**config.mk**
```make
export PLATFORM = sky130hd
export DESIGN_NAME = adder
export DESIGN_NICKNAME = d
export VERILOG_FILES = /design/src/rtl/adder.sv
export SDC_FILE = /design/constraint.sdc
export NUM_CORES = 1
export LEC_CHECK = 0
export ABC_AREA = 1
export CAP_MARGIN = 20
export CORE_ASPECT_RATIO = 1.1
export CORE_MARGIN = 2
export CORE_UTILIZATION = 43
export DETAILED_ROUTE_END_ITERATION = 6
export PLACE_DENSITY = 0.8
export RECOVER_POWER = 25
export SYNTH_ARGS = -nofsm -noshare
export SYNTH_HDL_FRONTEND = slang
export SYNTH_SLANG_ARGS = --single-unit
```
**constraint.sdc**
```tcl
create_clock -name clk -period 3.9 [get_ports clk]
set_clock_uncertainty 0.2 [all_clocks]
set_input_delay 0.78 -clock clk [delete_from_list [all_inputs] [get_ports clk]]
set_output_delay 0.78 -clock clk [all_outputs]
set_load 0.01 [all_outputs]
```
**src/rtl/adder.sv**
```systemverilog
// Two-operand adder with carry-in/carry-out and signed overflow.
// The sum is formed through a blocked carry-lookahead network (GROUP_W-bit
// groups, the last group may be narrower) and registered once; the result
// registers only load on valid cycles so they hold the last result otherwise.
module adder #(
    parameter int DATA_WIDTH = 20,
    parameter int GROUP_W    = 4
) (
    input  logic                  clk,
    input  logic                  rst_n,
    input  logic                  in_valid,
    input  logic [DATA_WIDTH-1:0] a,
    input  logic [DATA_WIDTH-1:0] b,
    input  logic                  carry_in,
    output logic [DATA_WIDTH-1:0] sum,
    output logic                  carry_out,
    output logic                  overflow,
    output logic                  out_valid
);

    localparam int NG = (DATA_WIDTH + GROUP_W - 1) / GROUP_W;

    logic [DATA_WIDTH-1:0] bit_g;
    logic [DATA_WIDTH-1:0] bit_p;
    logic [DATA_WIDTH-1:0] bit_c;
    logic [NG-1:0]         grp_g;
    logic [NG-1:0]         grp_p;
    logic [NG:0]           grp_c;

    logic [DATA_WIDTH-1:0] sum_d;
    logic                  carry_d;
    logic                  overflow_d;

    logic [DATA_WIDTH-1:0] sum_q;
    logic                  carry_q;
    logic                  overflow_q;
    logic                  valid_q;

    // Per-bit generate/propagate.
    always_comb begin
        bit_g = a & b;
        bit_p = a ^ b;
    end

    // Group generate/propagate, folded from the group LSB upward.
    always_comb begin
        grp_g = '0;
        grp_p = '1;
        for (int k = 0; k < NG; k++) begin
            for (int j = 0; j < GROUP_W; j++) begin
                if (k * GROUP_W + j < DATA_WIDTH) begin
                    grp_g[k] = bit_g[k*GROUP_W+j] | (bit_p[k*GROUP_W+j] & grp_g[k]);
                    grp_p[k] = grp_p[k] & bit_p[k*GROUP_W+j];
                end
            end
        end
    end

    // Lookahead carries between groups; grp_c[NG] is the carry out of the MSB.
    always_comb begin
        grp_c    = '0;
        grp_c[0] = carry_in;
        for (int k = 0; k < NG; k++) begin
            grp_c[k+1] = grp_g[k] | (grp_p[k] & grp_c[k]);
        end
    end

    // Carries into each bit, rippled inside a group from its lookahead carry.
    always_comb begin
        logic c;
        c     = 1'b0;
        bit_c = '0;
        for (int k = 0; k < NG; k++) begin
            c = grp_c[k];
            for (int j = 0; j < GROUP_W; j++) begin
                if (k * GROUP_W + j < DATA_WIDTH) begin
                    bit_c[k*GROUP_W+j] = c;
                    c = bit_g[k*GROUP_W+j] | (bit_p[k*GROUP_W+j] & c);
                end
            end
        end
    end

    // Sum bits, carry out and signed overflow of the combinational result.
    always_comb begin
        sum_d      = bit_p ^ bit_c;
        carry_d    = grp_c[NG];
        overflow_d = (a[DATA_WIDTH-1] == b[DATA_WIDTH-1]) &&
                     (sum_d[DATA_WIDTH-1] != a[DATA_WIDTH-1]);
    end

    // Output registers: reset wins, results load only on valid cycles.
    always_ff @(posedge clk) begin
        if (!rst_n) begin
            sum_q      <= '0;
            carry_q    <= 1'b0;
            overflow_q <= 1'b0;
            valid_q    <= 1'b0;
        end else begin
            valid_q <= in_valid;
            if (in_valid) begin
                sum_q      <= sum_d;
                carry_q    <= carry_d;
                overflow_q <= overflow_d;
            end
        end
    end

    assign sum       = sum_q;
    assign carry_out = carry_q;
    assign overflow  = overflow_q;
    assign out_valid = valid_q;

endmodule

```
# [Word-level counts from Yosys, hierarchy flattened]
# Cells that the tools add are included.
[word_totals] ff_bits=23 in_bits=44 elab_cells=95
[op_classes] n_eq_ne=2 n_bitwise=88 n_reduce_logical=1
[op_table] operator="AND 1 bit" count=50
[op_table] operator="XOR 20 bit" count=2
[op_table] operator="OR 1 bit" count=35
[op_table] operator="AND 20 bit" count=1
[op_table] operator="equality test 1 bit" count=1
[op_table] operator="logical AND 1 bit" count=1
[op_table] operator="inequality test 1 bit" count=1

# [Longest topological paths before layout]
# Gate-level depths: netlist of run 1.
[logic_depth] ltp_word=23 ltp_mapped=17 ltp_nobuf=17

# [Worst setup path after synthesis of run 1]
# OpenSTA, ideal clock, no wires.
[synth_path] path_type="input to register" startpoint="input port a[3]" endpoint="register sum_q[19] (netlist: sum[19])" setup_time_ns=0.115 arrival_ns=3.187 t_required_ns=3.585 setup_slack_ns=0.397 path_stages=17 n_path_buf=0 path_cell_list="ha_1 nand3_1 nor2_1 nor2_1 nand2_2 nand2_2 nand2_2 nand2_2 nand2_2 nand2_2 nand2_2 fa_1 fa_1 fa_1 xor2_1 o21ai_0 inv_1"
[synth_between] elab_chain_len=17
[synth_lines] item="start, declared" line_no="12" source="input logic [DATA_WIDTH-1:0] a,"
[synth_lines] item="XOR 20 bit" line_no="42" source="bit_p = a ^ b;"
[synth_lines] item="AND 1 bit, on equally long branches" line_no="52, 53"
[synth_lines] item="OR 1 bit or AND 1 bit (tied branches)" line_no="52, 64"
[synth_lines] item="OR 1 bit *" line_no="64" source="grp_c[k+1] = grp_g[k] | (grp_p[k] & grp_c[k]);"
[synth_lines] item="AND 1 bit *" line_no="64"
[synth_lines] item="OR 1 bit *" line_no="64"
[synth_lines] item="AND 1 bit *" line_no="64"
[synth_lines] item="OR 1 bit *" line_no="64"
[synth_lines] item="AND 1 bit *" line_no="64"
[synth_lines] item="OR 1 bit *" line_no="64"
[synth_lines] item="AND 1 bit *" line_no="78" source="c = bit_g[k*GROUP_W+j] | (bit_p[k*GROUP_W+j] & c);"
[synth_lines] item="OR 1 bit *" line_no="78"
[synth_lines] item="AND 1 bit *" line_no="78"
[synth_lines] item="OR 1 bit *" line_no="78"
[synth_lines] item="AND 1 bit *" line_no="78"
[synth_lines] item="OR 1 bit *" line_no="78"
[synth_lines] item="XOR 20 bit *" line_no="86" source="sum_d = bit_p ^ bit_c;"
[synth_lines] item="end signal, assigned" line_no="102" source="sum_q <= sum_d;"
[synth_lines] item="end, declared" line_no="34" source="logic [DATA_WIDTH-1:0] sum_q;"
# Every way passes the cells marked *; elsewhere a longest branch is shown, timed or not.
# A chain may end at the register's enable or synchronous reset.

# [Final worst setup path of run 1]
[layout_path] startpoint="input port a[6]" endpoint="register sum_q[19] (netlist: sum[19])"
[layout_between] elab_chain_len=17
[layout_lines] item="XOR 20 bit" line_no="42"
[layout_lines] item="AND 1 bit" line_no="52" source="grp_g[k] = bit_g[k*GROUP_W+j] | (bit_p[k*GROUP_W+j] & grp_g[k]);"
[layout_lines] item="OR 1 bit" line_no="52"
[layout_lines] item="AND 1 bit" line_no="52"
[layout_lines] item="OR 1 bit" line_no="52"
[layout_lines] item="OR 1 bit *" line_no="64"
[layout_lines] item="AND 1 bit *" line_no="64"
[layout_lines] item="OR 1 bit *" line_no="64"
[layout_lines] item="AND 1 bit *" line_no="64"
[layout_lines] item="OR 1 bit *" line_no="64"
[layout_lines] item="AND 1 bit *" line_no="78"
[layout_lines] item="OR 1 bit *" line_no="78"
[layout_lines] item="AND 1 bit *" line_no="78"
[layout_lines] item="OR 1 bit *" line_no="78"
[layout_lines] item="AND 1 bit *" line_no="78"
[layout_lines] item="OR 1 bit *" line_no="78"
[layout_lines] item="XOR 20 bit *" line_no="86"
# Marks and branches as above.

==> run metrics, run 1 <==
status finished clean; GPL Wtd Cong 0.820; cell-internal power 0.000478 W; layout cells sized above 1 13.5%; Reg clk slew, reported paths 0.08 ns; Hold Fails Final Rpt 0; CTS tree done; sw power approximately 0.0002 W; worst reg2reg startpoint carry_out$_SDFFE_PN0P_; Comb power frac 39.3%; Worst Setup EP sum[19]$_SDFFE_PN0P_; Synth Net Count 271; Final ANT Viol Nets 0; register area 460 µm²; normalized max-slew margin a little under three fifths; Pins Over Slew Limit 0; register area share after synthesis about 28%; fmax between 200 and 300 MHz; maxcap violations 0; CP max FO 3; synthesized area per cell roughly 8.5 µm²; clock tree sinks 23; area delta synth->final 55.3%; pre-CTS WS -0.207 ns; Min Hold Slack 0.296 ns; wire per inst around 11 µm; CP arrival 3.68 ns; Max rail drop VDD approximately 0.15 mV; critical path endpoint category register; worst path required time 3.86 ns; Area after DPL 2460 µm²; core area approximately 3600 µm²; Pre-antenna DRT Iters 4; unrepaired setup endpoints after global routing false; worst hold path class reg -> reg; footprint of the multi-input gates 1100 µm²; number of buffers created by CTS 3; dpl hpwl 2980 µm; Synth Register Bits 23; H-tree levels 1; die area approximately 4300 µm²; Startpoint Class input pin; Max Buffers Root-to-Sink 2; die width 62.6 µm; R2R depth 2; Port Buffers 66; pin count of the biggest net entering global routing 27; clk root buf clkbuf_8; vias after detailed routing 1562; worst setup margin roughly 0.18 ns; crit path time final 3.72 ns; switching power share of the total 29.6%; Yosys top cell area share 28.3%; Pwr Density 269 nW/µm²; Syn Inst Count 192; first-pass GRT wire length about 6500 µm; Diodes inserted 0; post-synthesis cell area 1630 µm²; NumNets Final 354; critical setup path kind in -> reg; ranking of synthesized cells by area dfxtp_1 28%, fa_1 18%, ha_1 15%; reg2reg end carry_out$_SDFFE_PN0P_; Synth area leader dfxtp_1; final setup fails 0; DR iter-0 viols 61; Post-Route WL 3680 µm; via/cell ratio between 4 and 5; Tcrit/Tclk final 95.4%; Post-route DRC 0; P_leak 1.16 nW; Yosys Warn Count 0; # resized after CTS 0; num rows 23; initial antenna violation count 0; clk_lat worst skew 0.26 ns; r2r setup slk 2.99 ns; Crit. Startpoint a[6]; synth unique cells 19; GRT Total Usage 19.2%; Fillers 304; register share of total power around two fifths; vias in the first global route 1554; post-CTS setup buffers 0; Non-Filler Cell Area, Final 2520 µm²; Hold-fix buffers, CTS 0; total congestion overflow 0; Worst-Margin Slew 0.645 ns; IO Pins 67; power share of the clock group 21.2%; Initial Util between 40% and 50%; die span in y just under 70 µm
[final cells by class]
class | count | area share [%]
inverter | 14 | 2.08
multi-input combinational | 148 | 43.5
tap | 50 | 2.48
sequential | 23 | 18.2
clock inverter | 1 | 0.198
clock buffer | 3 | 1.64
timing repair buffer | 85 | 31.8
[critical path, stage by stage]
cell	delay, ns
clkdlybuf4s50_1	0.46
ha_1	0.35
a21oi_1	0.13
nand2_1	0.06
a21oi_1	0.15
nand2_2	0.08
nand2_2	0.06
nand2_2	0.06
nand2_2	0.06
nand2_2	0.05
fa_1	0.38
fa_2	0.35
fa_2	0.38
xor2_1	0.15
o21ai_0	0.14
inv_1	0.05
[stage by stage]
stage / instances / TNS [ns] / utilization [%] / total power, W
6_report: 324 / 0 / 69.6 / 0.000680
5_1_grt: 324 / 0 / 69.6 / 0.000732
4_1_cts: 324 / 0 / 69.2 / 0.000688
3_5_place_dp: 320 / -0.813 / 67.9 / 0.000543
3_3_place_gp: 320 / -0.401 / 67.9 / 0.000536
2_1_floorplan: 192 / 0 / - / 0.000398
[logic make-up after synthesis]
kind of cell               after synthesis  share of synthesized area [%]
and+or+nand+nor                         72                           18.6
AOI/OAI and AO/OA                       36                           11.6
adders and majority gates               35                           33.9
DFF                                     23                           28.3
buffers and inverters                   21                           4.93
xor gates and xnor gates                 5                           2.69
[worst min path at each step]
stage / from / end / slack (ns) / cells after the start
floorplan: sum[10]$_SDFFE_PN0P_ / sum[10]$_SDFFE_PN0P_ / 0.33 / 2
global placement: sum[16]$_SDFFE_PN0P_ / sum[16]$_SDFFE_PN0P_ / 0.27 / 2
detailed placement: sum[2]$_SDFFE_PN0P_ / sum[2]$_SDFFE_PN0P_ / 0.28 / 2
CTS: sum[5]$_SDFFE_PN0P_ / sum[5]$_SDFFE_PN0P_ / 0.30 / 2
global route: sum[17]$_SDFFE_PN0P_ / sum[17]$_SDFFE_PN0P_ / 0.35 / 2
finish: sum[5]$_SDFFE_PN0P_ / sum[5]$_SDFFE_PN0P_ / 0.30 / 2
[per-layer routing]
| layer | vias up | global-route usage, % | wire length (µm) |
|---|---|---|---|
| met1 | 707 | 22.1 | 1510 |
| met5 | - | 0 | 0 |
| li1 | 799 | - | - |
| met2 | 51 | 36.0 | 1870 |
| met3 | 5 | 4.61 | 252 |
| met4 | 0 | 5.56 | 43 |
[power by group through the flow]
stage | clock [W] | sequential, W | combinational [W]
after floorplan | 0 | 0.000284 | 0.000113
after global placement | 0 | 0.000274 | 0.000262
after detailed placement | 0 | 0.000274 | 0.000268
after CTS | 0.000147 | 0.000269 | 0.000272
after global routing | 0.000158 | 0.000272 | 0.000302
final | 0.000144 | 0.000268 | 0.000267
[layout by cell type (no fill, tap or decap), types with 9 or more instances in the layout]
cell	synthesis	layout
clkdlybuf4s50_1	0	56
buf_4	0	19
dfxtp_1	23	23
fa_1	15	11
ha_1	20	20
nor2_1	43	43
o21ai_0	23	22
nand2_1	13	13
dlygate4sd3_1	0	10
inv_1	14	14
a21oi_1	10	9
[synth_stat cells (all sizes together)]
cell type and count:
nor2 43, dfxtp 23, o21ai 23, nand2 21, ha 20, fa 15
inv 14, a21oi 11, nand3 6, clkbuf 5, xor2 5, buf 2
a21boi 1, and3 1, nor3 1, o21a 1
[sequential cells by signal, indices dropped and copies added (netlist names)]
signal / count
carry_out: 1
out_valid: 1
overflow: 1
sum: 20
(Power assumes the default switching activity.)
==> run 2, diff against run 1 <==
Settings changed: CORE_ASPECT_RATIO 1.1 to 1.5, SLEW_MARGIN set to 20.
==> run 2 against run 1 <==
Against the previous run: clock power barely moved; critical path depth down 1; first-iteration DRC count shrank 72%; core utilization fell by 0.70 points; sequential cell count did not move; critical endpoint is now sum[15]$_SDFFE_PN0P_; largest cell class unchanged; largest power group is now combinational cells.
==> run metrics, run 2 (synthesis results as in run 1) <==
first-pass GRT wire length about 6400 µm; H-tree levels 1; pre-CTS WS -0.208 ns; final setup fails 0; CTS tree done; number of buffers created by CTS 3; M1 GR Usage about 22%; register share of total power 39.3%; initial antenna violation count 0; sw power between 0.0002 and 0.00025 W; switching power share of the total 30.1%; clk_lat worst skew 0.26 ns; NumNets Final 354; GPL Wtd Cong 0.714; vias after detailed routing 1542; Min Hold Slack 0.302 ns; vias in the first global route 1527; Tcrit/Tclk final 96.1%; Post-Route WL 3940 µm; CP max FO 3; Post-route DRC 0; Initial Util 44.5%; Crit path largest cell delay ~0.43 ns; die width approximately 54 µm; normalized max-slew margin 58.7%; pin count of the biggest net entering global routing 27; maxcap violations 0; die area approximately 4300 µm²; Port Buffers 66; Layout Cells excl Fill 317; Fillers ~310; Final ANT Viol Nets 0; GRT Total Usage 19.8%; busiest layer in global routing met2; die span in y about 80 µm; IO Pins 67; commonest non-fill, non-tap cell in the layout clkdlybuf4s50_1; area delta synth->final 54.7%; fmax 267 MHz; DR iter-0 viols 17; num rows 27; total congestion overflow 0; layout cells sized above 1 13.1%; met3 usage 3.20%; Worst-Margin Slew around 0.62 ns; Pwr Density 272 nW/µm²; Comb power frac 39.4%; Pins Over Slew Limit 0; core area approximately 3600 µm²; wire per inst 12.4 µm; Hold Fails Final Rpt 0; via/cell ratio about 4.9; Max rail drop VDD 0.187 mV; Pre-antenna DRT Iters 4; crit path time final between 3 and 4 ns; status finished clean; max FFs per register 20; clk root buf clkbuf_8; power share of the clock group 21.4%; grt met2 use around a third; P_leak around 1.2 nW; dpl hpwl between 3000 and 4000 µm; Hold-fix buffers, CTS 0; Max Buffers Root-to-Sink 2; Slowest-stage cell, CP clkdlybuf4s50_1; CP arrival about 3.7 ns; clock tree sinks 23; cell count after placement approximately 310; critical setup path kind in -> reg; worst setup margin 0.151 ns; worst path required time 3.86 ns; worst hold path class reg -> reg; Diodes inserted 0; Reg clk slew, reported paths 0.08 ns; critical path endpoint category register; cell-internal power roughly 0.00048 W; Startpoint Class input pin; most frequent cells in the layout 56 x clkdlybuf4s50_1, 43 x nor2_1, 23 x dfxtp_1; crit path cell chain clkdlybuf4s50_1, ha_1, a21oi_2, nand2_1, a21oi_2, nand2_2, nand2_2, nand2_2, buf_4, fa_1, fa_1, fa_1, xor2_1, o21ai_0, inv_1
run 2: power by group through the flow:
stage               clock, W  combinational, W  sequential [W]
finish              0.000146          0.000269        0.000268
global route        0.000161          0.000305        0.000271
CTS                 0.000150          0.000272        0.000269
detailed placement         0          0.000270        0.000274
global placement           0          0.000264        0.000274
floorplan                  0          0.000113        0.000284
run 2: per-stage QoR:
stage               setup TNS (ns)  cell area (µm²)  power (W)  utilization, %
detailed placement          -0.475             2450   0.000544            67.3
finish                           0             2510   0.000683            68.9
CTS                              0             2500   0.000690            68.6
global route               -0.0375             2510   0.000737            68.9
global placement            -0.278             2450   0.000538            67.3
floorplan                        0             1630   0.000398               -
run 2: metal layers:
layer	wire [µm]	part of all wire, %	up-vias
li1	-	-	789
met1	1480	38	698
met2	2210	56	45
met3	142	3.6	10
met4	104	2.6	0
met5	0	0	-
run 2: layout make-up:
type	instances	area (µm²)	share of cell area [%]
Multi-Input combinational cell	148	1100	43.7
Inverter	14	52.6	2.09
Clock inverter	1	5.00	0.199
Sequential cell	23	460	18.3
Timing Repair Buffer	85	803	32.0
Tap cell	43	53.8	2.14
Clock buffer	3	41.3	1.64
run 2: worst max-delay path: cells and delay by family:
family,cells,cell delay [ns]
AO/OA/AOI/OAI,3,0.41
buffers and inverters,3,0.63
XOR/XNOR,1,0.15
AND/OR/NAND/NOR,4,0.24
adder cells (fa/ha/maj),4,1.49
run 2: worst paths after layout:
check                       start              endpoint  slack [ns]  depth (start not counted)
max                          b[6]  sum[15]$_SDFFE_PN0P_        0.15                         15
min          sum[10]$_SDFFE_PN0P_  sum[10]$_SDFFE_PN0P_        0.30                          2
max reg2reg  sum[19]$_SDFFE_PN0P_  sum[19]$_SDFFE_PN0P_        2.99                          4
min reg2reg  sum[10]$_SDFFE_PN0P_  sum[10]$_SDFFE_PN0P_        0.30                          2
run 2: repair_timing:
action / CTS / global route
setup buffers: 0 / 0
endpoints found under the setup margin: 0 / 3
gates resized for setup: 0 / 6
